**src/rtl/core_mem_stage.sv**
```systemverilog
// MEM pipeline stage: data-memory req/gnt/rvalid sequencing, load align/extend, store lane generation, MEM/WB register.
// Optional misaligned-access trap enabled by defining CORE_MEM_MISALIGN_TRAP_EN (adds misalign_o).
module core_mem_stage #(
  parameter int unsigned XLEN = 32
) (
  input  logic              clk_i,
  input  logic              rstn_i,
  input  logic              valid_i,
  input  logic [XLEN-1:0]   alu_result_i,
  input  logic [XLEN-1:0]   rs2_data_i,
  input  logic              mem_read_i,
  input  logic              mem_write_i,
  input  logic [2:0]        funct3_i,
  input  logic [1:0]        mem_to_reg_i,
  input  logic [XLEN-1:0]   imm_i,
  input  logic [XLEN-1:0]   pc_plus_4_i,
  input  logic [4:0]        rd_addr_i,
  input  logic              reg_write_i,
  output logic              stall_o,
  output logic              dmem_req_o,
  output logic              dmem_we_o,
  output logic [XLEN-1:0]   dmem_addr_o,
  output logic [XLEN/8-1:0] dmem_be_o,
  output logic [XLEN-1:0]   dmem_wdata_o,
  input  logic              dmem_gnt_i,
  input  logic              dmem_rvalid_i,
  input  logic [XLEN-1:0]   dmem_rdata_i,
  output logic              wb_valid_o,
  output logic [1:0]        wb_mem_to_reg_o,
  output logic [XLEN-1:0]   wb_dmem_rd_data_o,
  output logic [XLEN-1:0]   wb_imm_o,
  output logic [XLEN-1:0]   wb_pc_plus_4_o,
  output logic [XLEN-1:0]   wb_alu_result_o,
  output logic [4:0]        wb_rd_addr_o,
  output logic              wb_reg_write_o
`ifdef CORE_MEM_MISALIGN_TRAP_EN
  ,
  output logic              misalign_o
`endif
);

  typedef enum logic [1:0] {IDLE, WAIT_GNT, WAIT_RVALID} state_t;

  state_t            state;
  logic [1:0]        off;
  logic              is_byte;
  logic              is_half;
  logic              is_word;
  logic              mis;
  logic              mem_op;
  logic              store;
  logic              complete;
  logic              capture;
  logic [7:0]        ld_byte;
  logic [15:0]       ld_half;
  logic [XLEN-1:0]   ld_data;
  logic [XLEN/8-1:0] st_be;
  logic [XLEN-1:0]   st_wdata;

  assign off     = alu_result_i[1:0];
  assign is_byte = (funct3_i[1:0] == 2'b00);
  assign is_half = (funct3_i[1:0] == 2'b01);
  assign is_word = ~is_byte & ~is_half;
  assign store   = mem_write_i;

`ifdef CORE_MEM_MISALIGN_TRAP_EN
  assign mis = valid_i & (mem_read_i | mem_write_i) &
               ((is_half & off[0]) | (is_word & (off != 2'b00)));
`else
  assign mis = 1'b0;
`endif

  // A trapped access is not a memory op: it never requests or stalls.
  assign mem_op     = valid_i & (mem_read_i | mem_write_i) & ~mis;
  assign dmem_req_o = mem_op & (state != WAIT_RVALID);
  assign complete   = mem_op & ((dmem_req_o & dmem_gnt_i & store) |
                                ((state == WAIT_RVALID) & dmem_rvalid_i));
  assign stall_o    = mem_op & ~complete;
  assign capture    = valid_i & ~stall_o;

  assign dmem_addr_o  = {alu_result_i[XLEN-1:2], 2'b00};
  assign dmem_we_o    = dmem_req_o & store;
  assign dmem_be_o    = dmem_we_o ? st_be : '0;
  assign dmem_wdata_o = st_wdata;

  always_comb begin
    st_be    = '1;
    st_wdata = rs2_data_i;
    if (is_byte) begin
      st_be    = 4'b0001 << off;
      st_wdata = {4{rs2_data_i[7:0]}};
    end else if (is_half) begin
      st_be    = off[1] ? 4'b1100 : 4'b0011;
      st_wdata = {2{rs2_data_i[15:0]}};
    end
  end

  assign ld_byte = dmem_rdata_i[{off, 3'b000} +: 8];
  assign ld_half = dmem_rdata_i[{off[1], 4'b0000} +: 16];

  always_comb begin
    ld_data = dmem_rdata_i;
    case (funct3_i)
      3'b000:  ld_data = {{(XLEN-8){ld_byte[7]}}, ld_byte};
      3'b100:  ld_data = {{(XLEN-8){1'b0}}, ld_byte};
      3'b001:  ld_data = {{(XLEN-16){ld_half[15]}}, ld_half};
      3'b101:  ld_data = {{(XLEN-16){1'b0}}, ld_half};
      default: ld_data = dmem_rdata_i;
    endcase
  end

  always_ff @(posedge clk_i or negedge rstn_i) begin
    if (!rstn_i) begin
      state <= IDLE;
    end else begin
      case (state)
        IDLE: begin
          if (mem_op && !dmem_gnt_i)
            state <= WAIT_GNT;
          else if (mem_op && dmem_gnt_i && !store)
            state <= WAIT_RVALID;
        end
        WAIT_GNT: begin
          if (!mem_op)
            state <= IDLE;
          else if (dmem_gnt_i)
            state <= store ? IDLE : WAIT_RVALID;
        end
        WAIT_RVALID: begin
          if (dmem_rvalid_i)
            state <= IDLE;
        end
        default: state <= IDLE;
      endcase
    end
  end

  // Bubbles clear only valid/reg_write; payload fields keep their last captured values.
  always_ff @(posedge clk_i or negedge rstn_i) begin
    if (!rstn_i) begin
      wb_valid_o        <= 1'b0;
      wb_mem_to_reg_o   <= '0;
      wb_dmem_rd_data_o <= '0;
      wb_imm_o          <= '0;
      wb_pc_plus_4_o    <= '0;
      wb_alu_result_o   <= '0;
      wb_rd_addr_o      <= '0;
      wb_reg_write_o    <= 1'b0;
`ifdef CORE_MEM_MISALIGN_TRAP_EN
      misalign_o        <= 1'b0;
`endif
    end else if (capture) begin
      wb_valid_o        <= 1'b1;
      wb_mem_to_reg_o   <= mem_to_reg_i;
      wb_dmem_rd_data_o <= ld_data;
      wb_imm_o          <= imm_i;
      wb_pc_plus_4_o    <= pc_plus_4_i;
      wb_alu_result_o   <= alu_result_i;
      wb_rd_addr_o      <= rd_addr_i;
      wb_reg_write_o    <= reg_write_i & ~mis;
`ifdef CORE_MEM_MISALIGN_TRAP_EN
      misalign_o        <= mis;
`endif
    end else begin
      wb_valid_o        <= 1'b0;
      wb_reg_write_o    <= 1'b0;
`ifdef CORE_MEM_MISALIGN_TRAP_EN
      misalign_o        <= 1'b0;
`endif
    end
  end

endmodule

```
**config.mk**
```make
export PLATFORM = sky130hd
export DESIGN_NAME = core_mem_stage
export DESIGN_NICKNAME = d
export VERILOG_FILES = /design/src/rtl/core_mem_stage.sv
export SDC_FILE = /design/constraint.sdc
export NUM_CORES = 1
export LEC_CHECK = 0
export ABC_AREA = 1
export CORE_MARGIN = 2
export CORE_UTILIZATION = 29
export DETAILED_ROUTE_END_ITERATION = 12
export SLEW_MARGIN = 25
export SYNTH_ARGS = -nofsm -noshare
export SYNTH_HDL_FRONTEND = slang
export SYNTH_SLANG_ARGS = --single-unit
```
**constraint.sdc**
```tcl
create_clock -name clk_i -period 2.1 [get_ports clk_i]
set_input_delay 0.21 -clock clk_i [delete_from_list [all_inputs] [get_ports clk_i]]
set_output_delay 0.21 -clock clk_i [all_outputs]
set_load 0.005 [all_outputs]
```
==> results.yml, run 1 <==
yosys:
  syn_inst: 883
  synth_edf_count: 0
  yosysUniqueCellTypes: 24
  syn_area_per_cell_um2: 7.66
  synth_ff_type: "dfrtp_1"
  synth_area_leaders: "dfrtp_1 (51%), nand2_1 (24%), nand3_1 (11%)"
  synth.most_common_cell: "nand2_1"
  synth_top_area_share_pct: 51.4
  yosysWarnings: 0
  yosys.area.top_type: "dfrtp_1"
  seq_area_frac_synth_pct: 51.4
  ys_async_sr_fraction_pct: 100
  syn_area_mm2: 0.00677
  synth_commonest_cells: "nand2_1 (429), nand3_1 (151), dfrtp_1 (139)"
  ys_seq_elements: 139
worst_hold_path:
  holdPathEnd: "state[0]"
  hold_start: "valid_i"
  hold_class: "in2reg"
  hold_depth: 4
power:
  peakVddDrop_mv: 0.455
  p_sw_mw: 2.38
  swShare_pct: 27.4
  clock_power_share_pct: 35.5
  p_int_mw: 6.29
  finalPower_mw: 8.66
  p_per_area_mw_per_mm2: 761
  sequentialPowerShare_pct: 37.6
  leakagePower_nw: 5.57
  combinationalPowerShare_pct: 26.8
cells_and_area:
  stdcell_area_mm2: 0.0114
  syn_to_final_growth_pct: 68.2
  insertedDiodeCount: 0
  nets: 1408
  drive_gt1_share_pct: 6.53
  final_cells: 1554
worst_setup_path:
  end_kind: "primary output"
  path_delay_family: "buffers and inverters"
  worstPathRequired_ps: 1890
  worst_path_largest_cell_delay_ps: 540
  worstSetupPathType: "in2out"
  slowest_stage: "clkdlybuf4s50_1"
  r2r-end: "wb_pc_plus_4_o[24]"
  cp.arrival_ps: 1760
  r2r_setup_slack_ps: 500
  cp_max_fo: 8
  critPathLaunchType: "input pin"
  cp_cell_sequence: "clkdlybuf4s50_1 > buf_4 > nand2_2 > o211ai_1 > clkdlybuf4s50_1"
  r2r_start: "state[1]"
  worstRegToRegCells: 7
  cp_num_buf_inv: 3
  crit_top_cell: "clkdlybuf4s50_1"
cts:
  path_clk_slew_ps: 60
  insertion_delay_ps: 420
  cts_tree: "done"
  cts.path.max_buffers: 2
  clock-sinks: 139
  htreeDepth: 4
  clock-root-buffer: "clkbuf_16"
  numCtsBuffers: 17
sta:
  period_minus_slack_ps: 1970
  period_share_pct: 94.0
  max_slew.worst_pin.slew_ps: 841
  setup_viol: 0
  fin_worst_skew_ps: 9.07
  tns_ps: 0
  relSlewSlack_pct: 43.9
  clock.fmax_mhz: 507
  drv_slew: 0
  rsz0062_at_grt: "false"
  hold_viol_final: 0
grt:
  grt_max_degree: 93
  track_usage_pct: 20.0
  antenna_found_initial: 0
  grt_pass1_wl_um: 38100
  grt_remaining_overflow: 0
  grt_pass1_vias: 6824
place:
  post_dp_cell_area_mm2: 0.0107
  dp.cells: 1520
  globalplace.congestion: 0.904
  hpwl_um: 18700
  place.port_buffers: 383
run:
  maxCapViolCount: 0
die:
  dieHeight_um: 157
  fp.dieW_um: 157
  fp-row-count: 55
  core_mm2: 0.0228
  ios: 386
  die-area_mm2: 0.0246
  initial_utilization_pct: 29.7
drt:
  vias: 6941
  first_pass_iters: 5
  drt-total-wl_um: 24900
  drt_iter0_markers: 427
  wl_per_cell_um: 16.1
  vias_per_cell: 4.47
  drcViolationCount: 0
  ant_nets: 0
status:
  status: "complete, no violations"
-- cells by family after synthesis --
group	count (synthesis)	synth area share, %
AO/OA/AOI/OAI	23	2.24
buffers and inverters	116	9.58
flip-flops	139	51.4
other	1	0.0554
AND/OR/NAND/NOR	604	36.7
-- per-layer routing --
metal | track usage (%) | wire [um]
met5 | 0 | 0
met4 | 6.99 | 588
met3 | 5.59 | 1830
met2 | 31.9 | 11800
met1 | 26.1 | 10700
-- flip-flops by register name, summed over array words and instances (netlist names) --
register,flops
wb_mem_to_reg_o,2
wb_pc_plus_4_o,32
wb_imm_o,32
wb_valid_o,1
wb_alu_result_o,32
state,2
wb_reg_write_o,1
wb_dmem_rd_data_o,32
wb_rd_addr_o,5
-- worst max-delay path by stage --
stage | slack, ps | cells past startpoint | start | endpoint
5_1_grt | 30 | 5 | funct3_i[0] | dmem_wdata_o[25]
3_3_place_gp | 30 | 6 | funct3_i[1] | dmem_wdata_o[25]
2_1_floorplan | 720 | 9 | alu_result_i[1] | wb_dmem_rd_data_o[21]
4_1_cts | 2 | 6 | funct3_i[1] | dmem_wdata_o[25]
3_5_place_dp | 10 | 6 | mem_write_i | dmem_be_o[3]
6_report | 130 | 5 | funct3_i[0] | dmem_wdata_o[25]
-- power by group through the flow --
stage | Sequential, mW | Combinational [mW] | Clock, mW
4_1_cts | 3.26 | 2.36 | 3.17
5_1_grt | 3.31 | 2.55 | 3.30
3_3_place_gp | 3.30 | 2.34 | 0
6_report | 3.26 | 2.33 | 3.08
2_1_floorplan | 3.34 | 0.716 | 0
3_5_place_dp | 3.30 | 2.35 | 0
-- stage by stage --
stage,setup slack [ps],utilization [%],hold WS (ps)
4_1_cts,1.74,49.9,178
2_1_floorplan,721,-,-85.6
3_5_place_dp,14.4,47.2,200
5_1_grt,28.7,50.0,192
3_3_place_gp,27.6,47.2,197
6_report,126,50.0,197
-- placed cells by master, fill, tap and decap left out, types with 3 or more instances in the layout --
cell and count:
buf_12 5, buf_4 29, bufinv_16 3, clkbuf_16 17, clkdlybuf4s50_1 375, clkinv_2 3, clkinv_4 3, dfrtp_1 139
dlygate4sd2_1 5, inv_1 21, inv_2 4, inv_6 4, nand2_1 428, nand3_1 151, nor2_1 15, o211ai_1 8
o21ai_0 7
-- tightest hold or removal path, stage by stage --
cell,delay (ps)
buf_4,140
inv_2,70
nor2_2,50
o211a_1,100
-- timing repair --
action	in CTS	in global routing
resized for setup	7	3
hold endpoints to repair	46	0
buffers inserted	2	1
setup endpoints to repair	6	17
hold buffers	1	0
pin swaps	2	2
-- layout make-up --
type	count	area, um2
inverters	25	93.8
flip-flops and latches	139	3480
fillers	2239	11400
multi-input cells	629	2660
clock inverters	13	166
well taps	313	392
clock buffers	17	425
repair buffers	418	4160
Note: power is estimated with default switching activity, not from simulation.
==> inputs of run 2 (changes only) <==
Settings changed: CTS_BUF_LIST set to sky130_fd_sc_hd__clkbuf_16.
==> results of run 2 <==
The final DEF is identical to that of run 1; final timing and power are the same.
==> inputs of run 3 (changes only) <==
Settings changed: CORE_AREA set to 10 10 142 144, CORE_MARGIN 2 to unset, CORE_UTILIZATION 29 to unset, DIE_AREA set to 0 0 152 154, PLACE_DENSITY set to 0.81.
==> run 3 against run 2 <==
  * First-iteration DRC count up 3.5%
  * Largest power group unchanged
  * Largest cell class unchanged
  * Global-route usage up 2.7 points
  * Via count up 4.3%
  * Fmax down 0.61%
  * Sequential share of layout area up 0.12 points
  * Clock-buffer cell count unchanged
  * Setup slack worse by 12 ps
  * Critical path type unchanged
==> results.yml, run 3 (synthesis results as in run 1) <==
grt:
  antenna_found_initial: 2
  grt_pass1_vias: 7230
  grt_use_met3_pct: 9.07
  use_met1_pct: 26.5
  track_usage_pct: 22.7
  grt_remaining_overflow: 0
  grt_pass1_wl_um: 42500
  grt_max_degree: 74
  use_met2_pct: 37.5
  top_usage_layer: "met2"
cts:
  clock-sinks: 139
  cts.path.max_buffers: 2
  cts_tree: "done"
  path_clk_slew_ps: 60
  htreeDepth: 4
  numCtsBuffers: 17
  insertion_delay_ps: 410
  clock-root-buffer: "clkbuf_16"
power:
  sequentialPowerShare_pct: 37.5
  p_per_area_mw_per_mm2: 771
  clock_power_share_pct: 35.4
  swShare_pct: 26.9
  leakagePower_nw: 5.64
  peakVddDrop_mv: 0.558
  combinationalPowerShare_pct: 27.1
  p_int_mw: 6.39
  finalPower_mw: 8.74
  p_sw_mw: 2.35
cells_and_area:
  final_common_cell: "nand2_1"
  stdcell_area_mm2: 0.0113
  fill_cells: 1421
  layout_common_cells: "nand2_1 (428), clkdlybuf4s50_1 (373), nand3_1 (150), dfrtp_1 (139), buf_4 (33)"
  syn_to_final_growth_pct: 67.5
  drive_gt1_share_pct: 6.74
  nets: 1412
worst_setup_path:
  worst_path_largest_cell_delay_ps: 550
  end_kind: "primary output"
  cp.arrival_ps: 1780
  worstPathRequired_ps: 1890
  cp_max_fo: 8
  critPathLaunchType: "input pin"
  worstSetupPathType: "in2out"
  crit_top_cell: "clkdlybuf4s50_1"
  slowest_stage: "clkdlybuf4s50_1"
  cp_cell_sequence: "clkdlybuf4s50_1 > buf_4 > nand2_2 > o211ai_1 > clkdlybuf4s50_1"
sta:
  whs_ps: 194
  setup_viol: 0
  period_minus_slack_ps: 1990
  period_share_pct: 94.6
  relSlewSlack_pct: 56.5
  clock.fmax_mhz: 503
  hold_viol_final: 0
  fin_worst_skew_ps: 7.46
  max_slew.worst_pin.slew_ps: 653
  drv_slew: 0
  tns_ps: 0
place:
  globalplace.congestion: 0.973
  post_dp_cell_area_mm2: 0.0107
  place.port_buffers: 383
  hpwl_um: 21500
die:
  fp-row-count: 48
  core_mm2: 0.0172
  initial_utilization_pct: 39.4
  ios: 386
  dieHeight_um: 154
  die-area_mm2: 0.0234
  fp.dieW_um: 152
drt:
  ant_nets: 0
  vias_per_cell: 4.92
  wl_per_cell_um: 18.9
  vias: 7236
  drt-total-wl_um: 27800
  drt_iter0_markers: 442
  first_pass_iters: 5
  drcViolationCount: 0
worst_hold_path:
  hold_class: "in2reg"
run:
  maxCapViolCount: 0
status:
  status: "complete, no violations"
[run 3: final timing paths]
kind / start / endpoint / slack, ps / cells past startpoint
max: funct3_i[0] / dmem_wdata_o[24] / 110 / 5
min: valid_i / state[0] / 190 / 4
max reg2reg: state[1] / wb_alu_result_o[17] / 480 / 8
min reg2reg: wb_imm_o[13] / wb_imm_o[13] / 470 / 2
max in group asynchronous: rstn_i / wb_dmem_rd_data_o[15] / 1050 / 3
min in group asynchronous: rstn_i / wb_alu_result_o[29] / 350 / 2
[run 3: timing repair]
item / in CTS / in global routing
gates resized for setup: 6 / 9
endpoints found under the setup margin: 21 / 6
setup buffers: 5 / 0
hold buffers: 1 / 0
pin swaps: 4 / 1
endpoints found under the hold margin: 54 / 0
gates cloned: 0 / 0
[run 3: per-stage QoR]
stage                     instances  setup WS (ps)  utilization, %
after floorplan                 884            721               -
after detailed placement       1434          -92.4            62.1
after global routing           1472          -11.5            66.0
after CTS                      1471           1.98            65.9
after global placement         1434          -38.3            62.1
final                          1472            114            66.0
[run 3: per-layer routing]
layer	vias to the layer above	wire length (um)	part of all wire [%]
met2	346	13500	49
met3	46	2520	9.1
met4	2	686	2.5
met1	3387	11000	40
li1	3455	-	-
met5	-	13	0.047
[run 3: final cells by class]
class / count / area (um2) / share of cell area [%]
Tap cell: 225 / 282 / 2.48
Inverter: 25 / 93.8 / 0.828
Clock inverter: 14 / 178 / 1.57
Sequential cell: 139 / 3480 / 30.7
Timing Repair Buffer: 422 / 4200 / 37.1
Clock buffer: 17 / 425 / 3.75
Antenna cell: 1 / 2.50 / 0.0221
Multi-Input combinational cell: 629 / 2670 / 23.6
[run 3: power groups by stage]
stage / logic [mW] / registers (mW) / clock network (mW)
floorplan: 0.716 / 3.34 / 0
global placement: 2.35 / 3.30 / 0
detailed placement: 2.38 / 3.31 / 0
CTS: 2.41 / 3.27 / 3.17
global route: 2.58 / 3.32 / 3.28
finish: 2.37 / 3.27 / 3.10
[run 3: critical path, delay by kind of cell]
family	cells	cell delay [ps]
AOI/OAI and AO/OA	1	210
buffers and inverters	3	1220
and+or+nand+nor	1	130
